==> config.mk <==
export PLATFORM = sky130hd
export DESIGN_NAME = rx_frame_loader
export DESIGN_NICKNAME = d
export VERILOG_FILES = /design/src/rtl/rx_frame_loader_pkg.sv /design/src/rtl/rx_frame_loader.sv
export SDC_FILE = /design/constraint.sdc
export NUM_CORES = 1
export LEC_CHECK = 0
export ABC_AREA = 1
export BUFFER_PORTS_ARGS = -buffer_cell sky130_fd_sc_hd__buf_2
export CORE_AREA = 2 2 107 109
export DETAILED_ROUTE_END_ITERATION = 8
export DIE_AREA = 0 0 109 111
export GPL_TIMING_DRIVEN = 0
export PLACE_DENSITY = 0.92
export SYNTH_ARGS = -nofsm -noshare
export SYNTH_HDL_FRONTEND = slang
export SYNTH_SLANG_ARGS = --single-unit
==> constraint.sdc <==
create_clock -name clock -period 12.8 [get_ports clock]
set_input_delay 3.2 -clock clock [delete_from_list [all_inputs] [get_ports clock]]
set_output_delay 3.2 -clock clock [all_outputs]
set_load 0.02 [all_outputs]
==> src/rtl/rx_frame_loader_pkg.sv <==
// Shared state codes and frame-format constants for the serial image-upload loader.
package rx_frame_loader_pkg;

  typedef enum logic [3:0] {
    ST_IDLE      = 4'h0,
    ST_GET_W     = 4'h1,
    ST_GET_H     = 4'h2,
    ST_CHECK     = 4'h3,
    ST_LOAD      = 4'h4,
    ST_GET_CK    = 4'h5,
    ST_START     = 4'h6,
    ST_WAIT_PROC = 4'h7,
    ST_ERROR     = 4'hE
  } state_e;

  localparam logic [7:0]  SYNC_BYTE_DEFAULT = 8'hA5;
  localparam int unsigned ADDR_W_DEFAULT    = 16;
  localparam int unsigned TIMEOUT_DEFAULT   = 500000;
  localparam int unsigned DIM_W             = 8;
  localparam int unsigned PROD_W            = 2 * DIM_W;

  // W*H must be compared against 2**ADDR_W without either side overflowing.
  function automatic int unsigned cmp_width(input int unsigned addr_w);
    return (addr_w + 1 > PROD_W) ? addr_w + 1 : PROD_W;
  endfunction

  function automatic logic is_timed_state(input state_e s);
    return (s == ST_GET_W) || (s == ST_GET_H) || (s == ST_LOAD) || (s == ST_GET_CK);
  endfunction

endpackage

==> src/rtl/rx_frame_loader.sv <==
// Parses SYNC/W/H/pixels/CK frames from the serial receiver, fills the frame buffer
// and kicks the Sobel pipeline once a frame checks out.
module rx_frame_loader
  import rx_frame_loader_pkg::*;
#(
  parameter logic [7:0]  SYNC_BYTE = SYNC_BYTE_DEFAULT,
  parameter int unsigned ADDR_W    = ADDR_W_DEFAULT,
  parameter int unsigned TIMEOUT   = TIMEOUT_DEFAULT
) (
  input  logic              clock,
  input  logic              reset,
  input  logic              rx_pronto,
  input  logic [7:0]        rx_dado,
  input  logic              rx_erro,
  input  logic              proc_done,
  output logic              mem_we,
  output logic [ADDR_W-1:0] mem_addr,
  output logic [7:0]        mem_data,
  output logic [7:0]        img_w,
  output logic [7:0]        img_h,
  output logic              start_proc,
  output logic              frame_err,
  output logic              busy,
  output logic [3:0]        db_estado
);

  localparam int unsigned       CMP_W       = cmp_width(ADDR_W);
  localparam int unsigned       TMR_W       = $clog2(TIMEOUT + 1);
  localparam logic [CMP_W-1:0]  MAX_PIXELS  = CMP_W'(1) << ADDR_W;
  localparam logic [TMR_W-1:0]  TIMEOUT_VAL = TMR_W'(TIMEOUT);

  state_e              state_q, state_d;
  logic [7:0]          img_w_q, img_h_q;
  logic [ADDR_W-1:0]   cnt_q;
  logic [7:0]          ck_q;
  logic [TMR_W-1:0]    timer_q;
  logic                mem_we_q;
  logic [ADDR_W-1:0]   mem_addr_q;
  logic [7:0]          mem_data_q;
  logic                start_proc_q;
  logic                frame_err_q;
  logic                busy_q;
  logic [3:0]          db_estado_q;

  logic                byte_ok;
  logic                byte_bad;
  logic                timed;
  logic                expired;
  logic [PROD_W-1:0]   prod;
  logic [PROD_W-1:0]   last_px;
  logic                dims_bad;
  logic                at_last_px;

  assign byte_ok  = rx_pronto & ~rx_erro;
  assign byte_bad = rx_pronto & rx_erro;
  assign timed    = is_timed_state(state_q);
  // An arriving byte beats a timer that expires in the same cycle.
  assign expired  = timed & ~rx_pronto & (timer_q == TIMEOUT_VAL);

  assign prod       = PROD_W'(img_w_q) * PROD_W'(img_h_q);
  assign last_px    = prod - PROD_W'(1);
  assign dims_bad   = (img_w_q == 8'd0) || (img_h_q == 8'd0) || (CMP_W'(prod) > MAX_PIXELS);
  assign at_last_px = (CMP_W'(cnt_q) == CMP_W'(last_px));

  always_comb begin
    state_d = state_q;
    unique case (state_q)
      ST_IDLE: begin
        if (byte_ok && (rx_dado == SYNC_BYTE)) state_d = ST_GET_W;
      end
      ST_GET_W: begin
        if (byte_bad || expired) state_d = ST_ERROR;
        else if (byte_ok)        state_d = ST_GET_H;
      end
      ST_GET_H: begin
        if (byte_bad || expired) state_d = ST_ERROR;
        else if (byte_ok)        state_d = ST_CHECK;
      end
      ST_CHECK: begin
        state_d = dims_bad ? ST_ERROR : ST_LOAD;
      end
      ST_LOAD: begin
        if (byte_bad || expired)     state_d = ST_ERROR;
        else if (byte_ok && at_last_px) state_d = ST_GET_CK;
      end
      ST_GET_CK: begin
        if (byte_bad || expired) state_d = ST_ERROR;
        else if (byte_ok)        state_d = (rx_dado == ck_q) ? ST_START : ST_ERROR;
      end
      ST_START:     state_d = ST_WAIT_PROC;
      ST_WAIT_PROC: begin
        if (proc_done) state_d = ST_IDLE;
      end
      ST_ERROR:     state_d = ST_IDLE;
      default:      state_d = ST_IDLE;
    endcase
  end

  always_ff @(posedge clock or posedge reset) begin
    if (reset) begin
      state_q      <= ST_IDLE;
      img_w_q      <= 8'd0;
      img_h_q      <= 8'd0;
      cnt_q        <= '0;
      ck_q         <= 8'd0;
      timer_q      <= '0;
      mem_we_q     <= 1'b0;
      mem_addr_q   <= '0;
      mem_data_q   <= 8'd0;
      start_proc_q <= 1'b0;
      frame_err_q  <= 1'b0;
      busy_q       <= 1'b0;
      db_estado_q  <= 4'd0;
    end else begin
      state_q      <= state_d;
      busy_q       <= (state_d != ST_IDLE);
      db_estado_q  <= state_d;
      start_proc_q <= (state_q == ST_START);
      frame_err_q  <= (state_q == ST_ERROR);
      mem_we_q     <= 1'b0;
      timer_q      <= (rx_pronto || !timed) ? '0 : timer_q + TMR_W'(1);

      unique case (state_q)
        ST_GET_W: begin
          if (byte_ok) img_w_q <= rx_dado;
        end
        ST_GET_H: begin
          if (byte_ok) img_h_q <= rx_dado;
        end
        ST_CHECK: begin
          cnt_q <= '0;
          ck_q  <= 8'd0;
        end
        ST_LOAD: begin
          if (byte_ok) begin
            mem_we_q   <= 1'b1;
            mem_addr_q <= cnt_q;
            mem_data_q <= rx_dado;
            ck_q       <= ck_q ^ rx_dado;
            cnt_q      <= cnt_q + ADDR_W'(1);
          end
        end
        default: ;
      endcase
    end
  end

  assign mem_we     = mem_we_q;
  assign mem_addr   = mem_addr_q;
  assign mem_data   = mem_data_q;
  assign img_w      = img_w_q;
  assign img_h      = img_h_q;
  assign start_proc = start_proc_q;
  assign frame_err  = frame_err_q;
  assign busy       = busy_q;
  assign db_estado  = db_estado_q;

endmodule
==> results.md <==
- Row cnt: 39
- Maximum level of the CTS H-tree: 3
- Post-Syn Area: between 7000 and 8000 um2
- CP max stage delay: between 0.5 and 0.6 ns
- #FFs+latches synth: between 90 and 100
- Critical-path top delay cell: fa_1
- HPWL after DPL: roughly 13,000 um
- Yosys cell types: 36
- Sw frac: ~54%
- P_leak: about 0.0043 uW
- Post-CTS Hold Fix Bufs: 0
- Synth Area in Adders: 17.3%
- Max Cap Viol: 0
- Seq pwr share: roughly a fifth
- Crit. End Element: flip-flop
- Antenna Nets Post-Route: 0
- Hold WC Path Type: reg2reg
- Fillcell total: approximately 830
- Dpl cells: ~1,200
- Sink Count: 91
- Commonest cells after routing, fill and taps aside: nand2_1 (282), inv_1 (177), dfrtp_1 (91)
- Final WL: around 18,000 um
- DRC Markers: 0
- Post-layout util: 71.1%
- Internal cell power: just over 1000 uW
- Die area: around 12,000 um2
- I/O Buffers: 60
- Iter 0 DRT Violations: slightly above 500
- Routability cong.: roughly 0.9
- Fmax: between 0.15 and 0.2 GHz
- First-pass GRT wire length: 30,100 um
- Minimum clock period after layout: 5.53 ns
- Final Cycle Share: 43.2%
- Total power: around 2200 uW
- Gr usage total: about a third
- RSZ-0062 raised after global routing: no
- Final setup TNS: 0 ns
- Core area: between 10,000 and 15,000 um2
- Worst vdd ir: between 150 and 200 uV
- Area share of xor/xnor cells in the synthesized design: under 10%
- Starting Density: between 60% and 70%
- First-pass DRT Iterations: 5
- Clock root buffer: clkbuf_16
- Most common cell on crit path: nand2_1
- Worst-Margin Slew: around 0.59 ns
- Pre-CTS setup slack: 7.38 ns
- Via density: between 5 and 6
- Nets: 1,135
- Worst-path fanout max: 10
- Vias in the first global route: 6,569
- WP buf/inv: 3
- Status: complete, no violations
- Longest Clk Path Bufs: 2
- Psw: approximately 1200 uW
- Register area share after synthesis: roughly a third
- Post-CTS setup buffers: 0
- Main combinational cell family by area after synthesis: simple AND/OR/NAND/NOR gates
- Antenna cells: 0
- Chip height: between 100 and 150 um
- Drt wl/cell: 14.7 um
- Final setup vio count: 0
- Max-slew violations: 0
- CP arrival: slightly below 6 ns
- Clk_skew: 0.00895 ns
- Total gr overflow: 0
- Cells after synthesis: just under 1,000
- Initial antenna violation count: 0
- Synth-to-layout area growth: 11.6%
- Clk slew on worst S/H paths: 0.06 ns
- Power Density: between 200 and 300 nW/um2
- Setup CP Type: reg2reg
- Combinational fraction of design power: between 60 and 70%
- Inserted Clock Buffers: 9
- Most common cell after layout, fill and taps aside: nand2_1
- Synth Warn #: 0
- Vias: around 6,700
- CTS tree: yes
- Final Non-Filler Cells: 1,194
- Synth Area per Inst: 7.25 um2
- Min setup slack post-route: slightly above 7 ns
- CP cell instances: clkbuf_1 -> nand2_1 -> fa_1 -> fa_1 -> fa_1 -> fa_1 -> inv_1 -> ha_1 -> nand2_1 -> inv_1 -> a21oi_1 -> nand2_1 -> nand2_1 -> nand2_1 -> nor2_2 -> nand2_1 -> nor2_1 -> nand3b_1 -> nand2_1 -> nand2_1 -> o21bai_1 -> nand2_1 -> nand2_1
- Relative slew margins: 60.6%
- Mux share of post-synthesis cell area: 0%
- Primary FF master, synth: dfrtp_1
- Post_cts resized: 0
- Layout cell share with drive strength beyond 1: 10.1%
- Simple-gate portion of the synthesized area: roughly 28%
- Total nets after synthesis: 1,063
- Pin count of the biggest net entering global routing: 76
- Startpoint Class: flip-flop
- Post-synthesis compound-gate area fraction: around 8.6%
- Crit path required time: about 13 ns
- Die Span X: roughly 110 um
- Final Hold Fails: 0
- Post-synth EDFFs: 0
- IO Count: slightly above 60
- Clock network fraction of design power: 12.4%
- CP delay by family, top: adder cells
- Ys async rst share: between 90% and 100%
- Clock Latency Late Sink: between 0.3 and 0.4 ns
## through the flow
step	hold WS, ns	instance area (um2)
floorplan	0.453	7060
global placement	0.467	7540
detailed placement	0.468	7570
CTS	0.481	7880
global route	0.503	7880
finish	0.476	7880
## cells by family (layout without fill, tap and decap cells)
group,Yosys count,count (layout)
AOI/OAI and AO/OA,116,116
xor gates and xnor gates,19,19
adders and majority gates,76,76
buffers and inverters,215,292
DFF,91,91
and+or+nand+nor,457,457
## power groups by stage
stage	Clock, uW	Sequential, uW	Combinational, uW
final	276	414	1530
after global routing	288	419	1770
after CTS	277	412	1520
after detailed placement	0	414	1500
after global placement	0	412	1460
after floorplan	0	482	1080
## cells in the mapped netlist, drive strengths merged, types with 2 or more instances
library cell  number  area (um2)
nand2            286        1100
inv              189         712
dfrtp             91        2280
nor2              68         278
o21ai             68         340
nand3             59         300
ha                40         500
a21oi             36         180
fa                36         721
clkbuf            23        86.3
nor3              23         143
xnor2             13         114
nand4             10        62.6
nor4              10        68.8
xor2               6        52.6
buf                3        22.5
a211oi             2        15.0
a31oi              2        12.5
o211ai             2        15.0
o21a               2        15.0
o21bai             2        15.0
## worst paths after layout
| path | from | endpoint | slack (ns) | cells after the start |
|---|---|---|---|---|
| hold reg to reg | timer_q[0] | timer_q[0] | 0.48 | 1 |
| min in group asynchronous | reset | cnt_q[4] | 2.78 | 2 |
| setup / recovery | img_w[1] | busy | 7.27 | 23 |
| max in group asynchronous | reset | img_w[1] | 9.39 | 3 |
| setup reg to reg | img_w[1] | busy | 7.27 | 23 |
| hold / removal | timer_q[0] | timer_q[0] | 0.48 | 1 |
## flip-flops by register name, indices dropped and copies added (netlist names)
name        flops
timer_q        19
cnt_q          16
mem_addr       16
ck_q            8
img_h           8
img_w           8
mem_data        8
db_estado       4
busy            1
frame_err       1
mem_we          1
start_proc      1
## per-layer routing
| metal | routed length, um | GRT usage, % | vias up | share of wire (%) |
|---|---|---|---|---|
| li1 | - | - | 3177 | - |
| met1 | 6930 | 40.0 | 3169 | 40 |
| met2 | 8660 | 51.7 | 291 | 49 |
| met3 | 1330 | 6.88 | 49 | 7.6 |
| met4 | 595 | 13.0 | 0 | 3.4 |
| met5 | 0 | 0 | - | 0 |
## area by class of cell
cell class                 count  area [um2]  area share, %
buffer                        26         109           1.38
clock buffer                  10         239           3.03
clock inverter                 6        72.6          0.921
inverter                     189         714           9.07
multi-input combinational    668        3960           50.3
sequential                    91        2280           28.9
tap                          143         179           2.27
timing repair buffer          61         328           4.16
Note: power is estimated with default switching activity, not from simulation.
